## src/rtl/cnn_pkg.sv

```systemverilog
// Shared definitions for the CNN layer blocks: sequencer state encoding,
// NCHW flat address computation and the pooled/convolved output-size formula.
package cnn_pkg;

    typedef enum logic [1:0] {
        ST_IDLE  = 2'd0,
        ST_READ  = 2'd1,
        ST_WRITE = 2'd2,
        ST_DONE  = 2'd3
    } state_t;

    // Flat address of element (n, c, h, w) in an NCHW tensor of shape (., ch, hh, ww).
    function automatic int unsigned nchw_addr(
        input int unsigned n,
        input int unsigned c,
        input int unsigned h,
        input int unsigned w,
        input int unsigned ch,
        input int unsigned hh,
        input int unsigned ww
    );
        return ((n * ch + c) * hh + h) * ww + w;
    endfunction

    // Number of window positions along one axis.
    function automatic int out_dim(input int in_size, input int win, input int step);
        return (in_size - win) / step + 1;
    endfunction

endpackage

```

## src/rtl/maxpool2d_window_addr_gen.sv

```systemverilog
// Nested window counters (b, c, oy, ox, ky, kx) for the pooling scan.
// The read address is registered from the next counter values so it is
// valid in the same cycle the counters point at that element.
module window_addr_gen
    import cnn_pkg::*;
#(
    parameter int BATCH_SIZE = 1,
    parameter int CHANNELS   = 1,
    parameter int IN_HEIGHT  = 2,
    parameter int IN_WIDTH   = 2,
    parameter int POOL_SIZE  = 2,
    parameter int STRIDE     = 2,
    parameter int ADDR_WIDTH = 16
) (
    input  logic                  clk,
    input  logic                  rst_n,
    input  logic                  clear,
    input  logic                  elem_step,
    input  logic                  win_step,
    output logic [ADDR_WIDTH-1:0] rd_addr,
    output logic [ADDR_WIDTH-1:0] wr_addr,
    output logic                  first_in_window,
    output logic                  last_in_window,
    output logic                  last_window
);

    localparam int unsigned NB = BATCH_SIZE;
    localparam int unsigned NC = CHANNELS;
    localparam int unsigned IH = IN_HEIGHT;
    localparam int unsigned IW = IN_WIDTH;
    localparam int unsigned P  = POOL_SIZE;
    localparam int unsigned S  = STRIDE;
    localparam int unsigned OH = out_dim(IN_HEIGHT, POOL_SIZE, STRIDE);
    localparam int unsigned OW = out_dim(IN_WIDTH, POOL_SIZE, STRIDE);

    int unsigned b, c, oy, ox, ky, kx;
    int unsigned nb, nc, noy, nox, nky, nkx;

    // Next-count logic: kx innermost within a window, then ox, oy, c, b across windows.
    always_comb begin
        nb  = b;
        nc  = c;
        noy = oy;
        nox = ox;
        nky = ky;
        nkx = kx;
        if (clear) begin
            nb  = 0;
            nc  = 0;
            noy = 0;
            nox = 0;
            nky = 0;
            nkx = 0;
        end else if (elem_step) begin
            if (kx == P - 1) begin
                nkx = 0;
                nky = ky + 1;
            end else begin
                nkx = kx + 1;
            end
        end else if (win_step) begin
            nky = 0;
            nkx = 0;
            if (ox == OW - 1) begin
                nox = 0;
                if (oy == OH - 1) begin
                    noy = 0;
                    if (c == NC - 1) begin
                        nc = 0;
                        nb = (b == NB - 1) ? 0 : b + 1;
                    end else begin
                        nc = c + 1;
                    end
                end else begin
                    noy = oy + 1;
                end
            end else begin
                nox = ox + 1;
            end
        end
    end

    // Counter and read-address registers.
    always_ff @(posedge clk or negedge rst_n) begin
        if (!rst_n) begin
            b       <= 0;
            c       <= 0;
            oy      <= 0;
            ox      <= 0;
            ky      <= 0;
            kx      <= 0;
            rd_addr <= '0;
        end else begin
            b       <= nb;
            c       <= nc;
            oy      <= noy;
            ox      <= nox;
            ky      <= nky;
            kx      <= nkx;
            rd_addr <= ADDR_WIDTH'(nchw_addr(nb, nc, noy * S + nky, nox * S + nkx, NC, IH, IW));
        end
    end

    assign wr_addr         = ADDR_WIDTH'(nchw_addr(b, c, oy, ox, NC, OH, OW));
    assign first_in_window = (ky == 0) && (kx == 0);
    assign last_in_window  = (ky == P - 1) && (kx == P - 1);
    assign last_window     = (b == NB - 1) && (c == NC - 1) && (oy == OH - 1) && (ox == OW - 1);

endmodule

```

## src/rtl/maxpool2d.sv

```systemverilog
// Max-pooling layer: scans each POOL_SIZE x POOL_SIZE window of an NCHW
// tensor, keeps a signed running max, optionally applies ReLU and writes
// one result per window. Same start/done/valid handshake as conv2d.
module maxpool2d
    import cnn_pkg::*;
#(
    parameter int BATCH_SIZE = 1,
    parameter int CHANNELS   = 1,
    parameter int IN_HEIGHT  = 2,
    parameter int IN_WIDTH   = 2,
    parameter int POOL_SIZE  = 2,
    parameter int STRIDE     = 2,
    parameter int RELU_EN    = 0,
    parameter int DATA_WIDTH = 8,
    parameter int ADDR_WIDTH = 16
) (
    input  logic                  clk,
    input  logic                  rst_n,
    input  logic                  start,
    output logic                  done,
    output logic                  valid,
    output logic [ADDR_WIDTH-1:0] input_addr,
    input  logic [DATA_WIDTH-1:0] input_data,
    output logic                  input_en,
    output logic [ADDR_WIDTH-1:0] output_addr,
    output logic [DATA_WIDTH-1:0] output_data,
    output logic                  output_we,
    output logic                  output_en
);

    state_t                        state;
    logic signed [DATA_WIDTH-1:0]  run_max;
    logic signed [DATA_WIDTH-1:0]  sample;
    logic signed [DATA_WIDTH-1:0]  cand;
    logic                          clear, elem_step, win_step;
    logic [ADDR_WIDTH-1:0]         wr_addr;
    logic                          first_in_window, last_in_window, last_window;

    function automatic logic signed [DATA_WIDTH-1:0] relu(input logic signed [DATA_WIDTH-1:0] x);
        return (RELU_EN != 0 && x < 0) ? '0 : x;
    endfunction

    window_addr_gen #(
        .BATCH_SIZE (BATCH_SIZE),
        .CHANNELS   (CHANNELS),
        .IN_HEIGHT  (IN_HEIGHT),
        .IN_WIDTH   (IN_WIDTH),
        .POOL_SIZE  (POOL_SIZE),
        .STRIDE     (STRIDE),
        .ADDR_WIDTH (ADDR_WIDTH)
    ) u_addr_gen (
        .clk             (clk),
        .rst_n           (rst_n),
        .clear           (clear),
        .elem_step       (elem_step),
        .win_step        (win_step),
        .rd_addr         (input_addr),
        .wr_addr         (wr_addr),
        .first_in_window (first_in_window),
        .last_in_window  (last_in_window),
        .last_window     (last_window)
    );

    // Counter strobes and the max candidate including the element read this cycle.
    always_comb begin
        clear     = ((state == ST_IDLE) || (state == ST_DONE)) && start;
        elem_step = (state == ST_READ) && !last_in_window;
        win_step  = (state == ST_WRITE);
        sample    = signed'(input_data);
        cand      = (first_in_window || sample > run_max) ? sample : run_max;
    end

    // Running max accumulates over the READ cycles of one window.
    always_ff @(posedge clk) begin
        if (state == ST_READ) begin
            run_max <= cand;
        end
    end

    // Sequencer with registered memory-port and handshake outputs.
    always_ff @(posedge clk or negedge rst_n) begin
        if (!rst_n) begin
            state       <= ST_IDLE;
            done        <= 1'b0;
            valid       <= 1'b0;
            input_en    <= 1'b0;
            output_en   <= 1'b0;
            output_we   <= 1'b0;
            output_addr <= '0;
            output_data <= '0;
        end else begin
            case (state)
                ST_IDLE, ST_DONE: begin
                    if (start) begin
                        state    <= ST_READ;
                        done     <= 1'b0;
                        input_en <= 1'b1;
                    end
                end
                ST_READ: begin
                    if (last_in_window) begin
                        state       <= ST_WRITE;
                        input_en    <= 1'b0;
                        output_en   <= 1'b1;
                        output_we   <= 1'b1;
                        valid       <= 1'b1;
                        output_addr <= wr_addr;
                        output_data <= relu(cand);
                    end
                end
                ST_WRITE: begin
                    output_en <= 1'b0;
                    output_we <= 1'b0;
                    valid     <= 1'b0;
                    if (last_window) begin
                        state <= ST_DONE;
                        done  <= 1'b1;
                    end else begin
                        state    <= ST_READ;
                        input_en <= 1'b1;
                    end
                end
                default: state <= ST_IDLE;
            endcase
        end
    end

endmodule

```

## config.mk

```make
export PLATFORM = sky130hd
export DESIGN_NAME = maxpool2d
export DESIGN_NICKNAME = d
export VERILOG_FILES = /design/src/rtl/cnn_pkg.sv /design/src/rtl/maxpool2d_window_addr_gen.sv /design/src/rtl/maxpool2d.sv
export SDC_FILE = /design/constraint.sdc
export NUM_CORES = 1
export LEC_CHECK = 0
export CORE_MARGIN = 1.5
export CORE_UTILIZATION = 57
export CTS_CLUSTER_SIZE = 8
export DETAILED_ROUTE_END_ITERATION = 12
export PLACE_DENSITY_LB_ADDON = 0.15
export SLEW_MARGIN = 20
export SYNTH_ARGS = -nofsm -noshare
export SYNTH_HDL_FRONTEND = slang
export SYNTH_SLANG_ARGS = --single-unit
```

## constraint.sdc

```tcl
create_clock -name clk -period 13.3 [get_ports clk]
set_input_delay 1.995 -clock clk [delete_from_list [all_inputs] [get_ports clk]]
set_output_delay 1.995 -clock clk [all_outputs]
set_load 0.005 [all_outputs]
```

# == After elaboration in Yosys (flattened, before gate mapping) ==
# Cells that the tools add are included.
# totals
inputBits,11
output_inout_bits,45
regBits,245
elab_cells,114
# op_classes
magnitude_cmp,1
eq_ne,10
add_sub_neg,14
n_reduce_logical,29
n_mux,44
# ops
operator,count
32-bit two-way mux,30
32-bit by 1-bit adder with 32-bit output (second input constant),6
32-bit zero test,6
16-bit adder,5
32-bit by 1-bit equality test with 1-bit output (second input constant),2
15-bit adder,2
14-bit adder,1
2-bit != test (second input constant),5
3-bit AND reduction,3
8-bit greater-than comparator,1
8-bit two-way mux,1
2-bit AND reduction,4
2-bit nonzero test,4
1-bit logical AND,7
1-bit two-way mux,6
2-bit two-way mux,3
2-bit case mux with 3 select lines,1
2-bit equality test (second input constant),2
1-bit case mux with 2 select lines,2
1-bit case mux with 3 select lines,1
2-bit by 1-bit equality test with 1-bit output (second input constant),1
2-bit zero test,1
1-bit logical OR,2
2-bit OR reduction,1
1-bit zero test,1

# == Depth between registers and ports, before layout ==
# depth
word_depth,11
mapped_depth,41
mapped_depth_nobuf,41

# == Cells and area by module ==
# Synthesis repeated with hierarchy kept, for this count alone.
# hier_totals
hier_cells,1895
hier_area_um2,16559.6
# by_module_without_submodules
mod,seq_area_each_um2,cells_each,area_each_um2,instances
window_addr_gen,5180.0,1701,14690.3,1
maxpool2d,965.9,194,1869.3,1

# == Worst setup path after synthesis ==
# No wires, ideal clock.
# synth_path
path_type,input to register
startpoint,input port start
endpoint,register u_addr_gen.rd_addr[15]
path_stages,35
t_required_ns,13.170
path_slack_ns,4.536
arrival_time_ns,8.635
setup_time_ns,0.130
n_path_buf,2
path_cell_list,and2_0 clkbuf_1 nor2_1 clkbuf_1 a21oi_1 a21oi_1 ha_1 a21o_1 a21oi_1 nor2b_1 o21a_1 o21ai_0 nand2b_1 a21oi_1 o21bai_1 a2111oi_0 nor2_1 xnor2_1 fa_1 inv_1 ha_1 a21oi_1 o21ai_0 xnor2_1 fa_1 xor2_1 nor2_1 o21ai_0 o311ai_0 nor4_1 xnor3_1 xnor3_1 xnor2_1 xnor2_1 xnor2_1
# synth_between
elab_chain_len,5
elab_cells_between_ends,12
classes_between,5 x add/sub; 6 x mux; 1 x reduce/logical
# synth_lines
item,line,rtl
from (decl),maxpool2d.sv:19,"input logic start,"
1-bit logical AND,maxpool2d.sv:66,clear = ((state == ST_IDLE) || (state == ST_DONE)) && start;
32-bit two-way mux,maxpool2d_window_addr_gen.sv:47,if (clear) begin
named net u_addr_gen.nc[1],maxpool2d_window_addr_gen.sv:37,"int unsigned nb, nc, noy, nox, nky, nkx;"
14-bit adder,cnn_pkg.sv:22,return ((n * ch + c) * hh + h) * ww + w;
15-bit adder,cnn_pkg.sv:22,
16-bit adder,cnn_pkg.sv:22,
to (signal assigned),maxpool2d_window_addr_gen.sv:100,"rd_addr <= ADDR_WIDTH'(nchw_addr(nb, nc, noy * S + nky, nox * S + nkx, NC, IH, IW));"
to (decl),maxpool2d_window_addr_gen.sv:20,"output logic [ADDR_WIDTH-1:0] rd_addr,"
# The timed path passes the listed nets, and every way through them passes these cells.
# A chain may end at the register's enable or synchronous reset.

# == Final worst setup path ==
# layout_path
startpoint,register u_addr_gen.c[0]
endpoint,register u_addr_gen.rd_addr[15]
# layout_between
elab_chain_len,10
elab_cells_between_ends,17
classes_between,4 x add/sub; 12 x mux; 1 x reduce/logical
# layout_lines
item,line,rtl
from (decl),maxpool2d_window_addr_gen.sv:36,"int unsigned b, c, oy, ox, ky, kx;"
from (signal assigned),maxpool2d_window_addr_gen.sv:95,c <= nc;
32-bit zero test,maxpool2d_window_addr_gen.sv:68,if (c == NC - 1) begin
32-bit two-way mux,maxpool2d_window_addr_gen.sv:68,
32-bit two-way mux,maxpool2d_window_addr_gen.sv:66,if (oy == OH - 1) begin
32-bit two-way mux,maxpool2d_window_addr_gen.sv:64,if (ox == OW - 1) begin
32-bit two-way mux,maxpool2d_window_addr_gen.sv:61,end else if (win_step) begin
32-bit two-way mux,maxpool2d_window_addr_gen.sv:54,end else if (elem_step) begin
32-bit two-way mux,maxpool2d_window_addr_gen.sv:47,
named net u_addr_gen.nb[1],maxpool2d_window_addr_gen.sv:37,
14-bit adder,cnn_pkg.sv:22,
15-bit adder,cnn_pkg.sv:22,
16-bit adder,cnn_pkg.sv:22,
# The timed path passes the listed nets, and every way through them passes these cells.

==> impl.org <==
** Critical path
- The setup check on the worst reg-to-reg path leaves a slack of 3.55 ns.
- For this design, the slowest cell found on the critical path is sky130_fd_sc_hd__nor2_1.
- Critical Path AT :: 10.17 ns
- RR Endpoint :: u_addr_gen.rd_addr[15]
- R2R Path Start :: u_addr_gen.c[0]
- The worst setup path is captured at a register.
- WP buf/inv :: 2
- The critical path starts at u_addr_gen.c[0].
- R2R cell count :: 38
- The critical path is of the reg2reg type.
- Among the stages of the critical path, the cell type that occurs most often is sky130_fd_sc_hd__xnor2_1.
- STA puts the critical path data required time at 13.72 ns.
- Top delay family on crit path :: simple AND/OR/NAND/NOR gates
- For this run, the slowest stage of the critical path takes 0.71 ns.
- Critical path fanouts, max :: 7
- The worst setup path is launched from a register.

** STA
- Setup slack closes at 3.55 ns.
- Hold WS :: 0.475 ns
- Worst Max-Slew Pin Slew :: 0.946 ns
- Final critical path time including I/O delays and setup :: 9.75 ns
- Max Clock Freq :: 0.103 GHz
- Total negative setup slack :: 0 ns
- Number of hold-slack violations in the final timing report :: 0
- Worst Skew :: 0.0166 ns
- Setup violations remaining at the end of the flow were counted as 0.
- Relative slew slack :: 37.0%
- The final critical path takes up 73.3% of the cycle.
- Final slew viol count :: 0
- Setup repair after global routing left no endpoint under its margin.

** Drt
- The detail route stage leaves a number of antenna-violating nets equal to 0.
- Average wire length per cell after detail routing :: 19.6 um
- Summed over all layers, the routed wires come to 45.1 mm.
- Remaining DRCs :: 0
- Number of detailed-routing iterations run before antenna repair :: 6
- Summing over every cut layer, the via total after detailed routing is 14100.
- In this run, the number of DRC markers left after iteration 0 of detailed routing was 1257.
- Vias per std cell :: 6.10

** Layout
- Antenna cells :: 0
- Final std cells w/o fill :: 2303
- Summing all flip-flop and latch instances after layout gives 6150 um2.
- Signed area change from the synthesized netlist to the final layout :: 11.6%
- In the layout the commonest cells are sky130_fd_sc_hd__dfrtp_1, sky130_fd_sc_hd__nor2_1, sky130_fd_sc_hd__nand2_1, sky130_fd_sc_hd__inv_1, sky130_fd_sc_hd__o21ai_0.
- The net count of the finished layout is 2061.
- At the end of the flow the core is filled with cells to 64.4%.
- The finished cells cover 18400 um2.
- After filler insertion, the fill cell instance count of the layout stands at 2407.
- Combined area of the multi-input logic cells :: 9510 um2
- Commonest non-fill, non-tap cell in the layout :: sky130_fd_sc_hd__dfrtp_1
- Proportion of layout cells with a drive suffix above 1 :: 4.74%

** Clocking
- Hold bufs inserted after CTS :: 0
- The clock passes through at most 3 buffers.
- After clock tree synthesis, the setup repair step added 0 buffers.
- At the later pin of the worst-skew pair, clock insertion delay measures 0.51 ns.
- Number of clock sinks :: 244
- The clock tree synthesis step divided the H-tree into 2 levels.
- Clock tree from TritonCTS :: built
- Root buffer cell :: sky130_fd_sc_hd__clkbuf_16
- Post-CTS repair changed the size of 0 cells.
- Clock-pin slew was measured on the worst setup and hold paths at 0.05 ns.
- Clock buffer count from CTS :: 36

** Hold path
- Hold_sp :: output_addr[13]
- The worst hold path terminates at output_addr[13].
- Hold Path Depth :: 2
- Type of the tightest min-delay check :: reg2reg

** Floorplanning
- The floorplan step set the die height to 173 um.
- From left edge to right edge, the die measures 173 um.
- The floorplan has 62 rows.
- During I/O placement, the number of pins put on the boundary was 56.
- The total area inside the core boundary comes to 28500 um2.
- Initial core utilization :: 57.7%
- Die Area :: 29900 um2

** Synth
- Number of distinct library cells after synthesis :: 67
- Library cell occupying the most area in the post-synthesis netlist :: sky130_fd_sc_hd__dfrtp_1
- Synthesis produced a netlist with a net count of 2007.
- Largest cells by area after synthesis :: sky130_fd_sc_hd__dfrtp_1, sky130_fd_sc_hd__fa_1, sky130_fd_sc_hd__ha_1, sky130_fd_sc_hd__nor2_1, sky130_fd_sc_hd__xor2_1
- Proportion of synthesized chip area in sequential cells :: 37.3%
- During synthesis, Yosys emitted a total of 0 warnings.
- Primary flip-flop cell chosen by synthesis mapping :: sky130_fd_sc_hd__dfrtp_1
- Mapped cell area :: 16500 um2
- A synthesized cell averages 8.86 um2.
- Async set or reset register ratio after synthesis :: 96.7%
- Number of synthesized register bits :: 244
- Area share of the leading cell type in the synthesized netlist :: 35.8%
- Number of enable-type register cells in the synthesized netlist :: 8
- Gate count after technology mapping :: 1859

** Pwr
- In this run the power density over the cells is 133 nW/um2.
- In this run the static leakage power is 8.97 nW.
- The worst-case IR drop observed on VDD is 0.0930 mV.
- Overall power of the completed layout :: 2.44 mW

** Run status
- The flow ran to the end, and the final reports show no timing, DRC or antenna violations.

** GRT
- Overall global routing resource usage :: 30.4%
- Via count of the first global-routing pass :: 13700
- Global-route wire length before repair :: 73.0 mm
- For this run the aggregate overflow at the end of global routing stands at 0.
- The number of antenna violations at the first check in global routing came to 2.
- Maximum number of pins on one net before global-route repair :: 117

** Placement
- Number of buffers added on ports :: 55
- Placed instance count :: 2259
- Post-place instance area :: 17400 um2
- Detailed placement finished with a half-perimeter wire length of 33.6 mm.
- GP Congestion :: 0.974
- Timing analysis after detailed placement gives a worst setup slack of 3.26 ns.

** Job
- The tool flagged a number of max-cap violations equal to 0.
-- flip-flops by register name, indices dropped and copies added (netlist names) --
register            cells
u_addr_gen.b           32
u_addr_gen.c           32
u_addr_gen.ky          32
u_addr_gen.ox          32
u_addr_gen.oy          32
u_addr_gen.kx          31
output_addr            16
u_addr_gen.rd_addr     16
output_data             8
run_max                 8
state                   2
done                    1
input_en                1
output_en               1
-- how the worst max path moves through the flow --
stage | to | slack (ns) | cells after the start
6_report | u_addr_gen.rd_addr[15] | 3.55 | 38
5_1_grt | u_addr_gen.rd_addr[15] | 2.82 | 41
3_3_place_gp | u_addr_gen.rd_addr[15] | 3.49 | 35
3_5_place_dp | u_addr_gen.rd_addr[15] | 3.26 | 35
4_1_cts | u_addr_gen.rd_addr[15] | 3.73 | 35
2_1_floorplan | u_addr_gen.rd_addr[15] | 4.54 | 35
-- kinds of logic after synthesis --
family | after synthesis | share of synthesized area, %
simple gates | 779 | 23.5
compound gates | 317 | 11.8
flops | 244 | 37.3
buf+inv | 216 | 5.03
mux | 22 | 1.47
xor+xnor | 144 | 7.82
fa+ha+maj | 137 | 13.1
-- final cells by class --
type	instances	area share [%]
clock inverters	2	0.136
inverters	160	3.27
repair buffers	72	3.72
flip-flops and latches	244	33.4
clock buffers	42	5.08
well taps	384	2.61
multi-input cells	1399	51.7
-- metal layers --
metal / wire [um] / part of all wire [%] / global-route usage (%)
met5: 13 / 0.029 / 0
met4: 1740 / 3.9 / 11.8
met3: 3650 / 8.1 / 6.62
met1: 19200 / 43 / 40.8
met2: 20500 / 45 / 48.4
-- worst min-delay path: cells and delay by family, from the launching register on --
kind / cells / cell delay [ns]
AO/OA/AOI/OAI: 1 / 0.05
flip-flops: 1 / 0.33
AND/OR/NAND/NOR: 1 / 0.05
-- cell usage after synthesis (10+ instances only) --
master	count
sky130_fd_sc_hd__nor2b_1	17
sky130_fd_sc_hd__and3_1	47
sky130_fd_sc_hd__nor2_1	201
sky130_fd_sc_hd__xor2_1	83
sky130_fd_sc_hd__nand4_1	53
sky130_fd_sc_hd__fa_1	60
sky130_fd_sc_hd__mux2_2	18
sky130_fd_sc_hd__a31oi_1	12
sky130_fd_sc_hd__or3_1	20
sky130_fd_sc_hd__ha_1	77
sky130_fd_sc_hd__nand2b_1	19
sky130_fd_sc_hd__nand3_1	80
sky130_fd_sc_hd__inv_1	160
sky130_fd_sc_hd__o31a_1	17
sky130_fd_sc_hd__nor4_1	58
sky130_fd_sc_hd__a21oi_1	82
sky130_fd_sc_hd__dfrtp_1	236
sky130_fd_sc_hd__xnor2_1	59
sky130_fd_sc_hd__and4_1	12
sky130_fd_sc_hd__clkbuf_1	48
sky130_fd_sc_hd__o31ai_1	20
sky130_fd_sc_hd__o21a_1	15
sky130_fd_sc_hd__nand2_1	180
sky130_fd_sc_hd__and2_1	15
sky130_fd_sc_hd__nor3_1	45
sky130_fd_sc_hd__a21o_1	10
sky130_fd_sc_hd__o21ai_0	107
-- power by group --
group / internal (mW) / total, mW / switching, mW / leakage [nW]
registers: 0.823 / 0.874 / 0.0515 / 3.34
clock network: 0.488 / 0.810 / 0.322 / 0.468
logic: 0.284 / 0.756 / 0.472 / 5.16
Power figures use the tool's default switching activity.
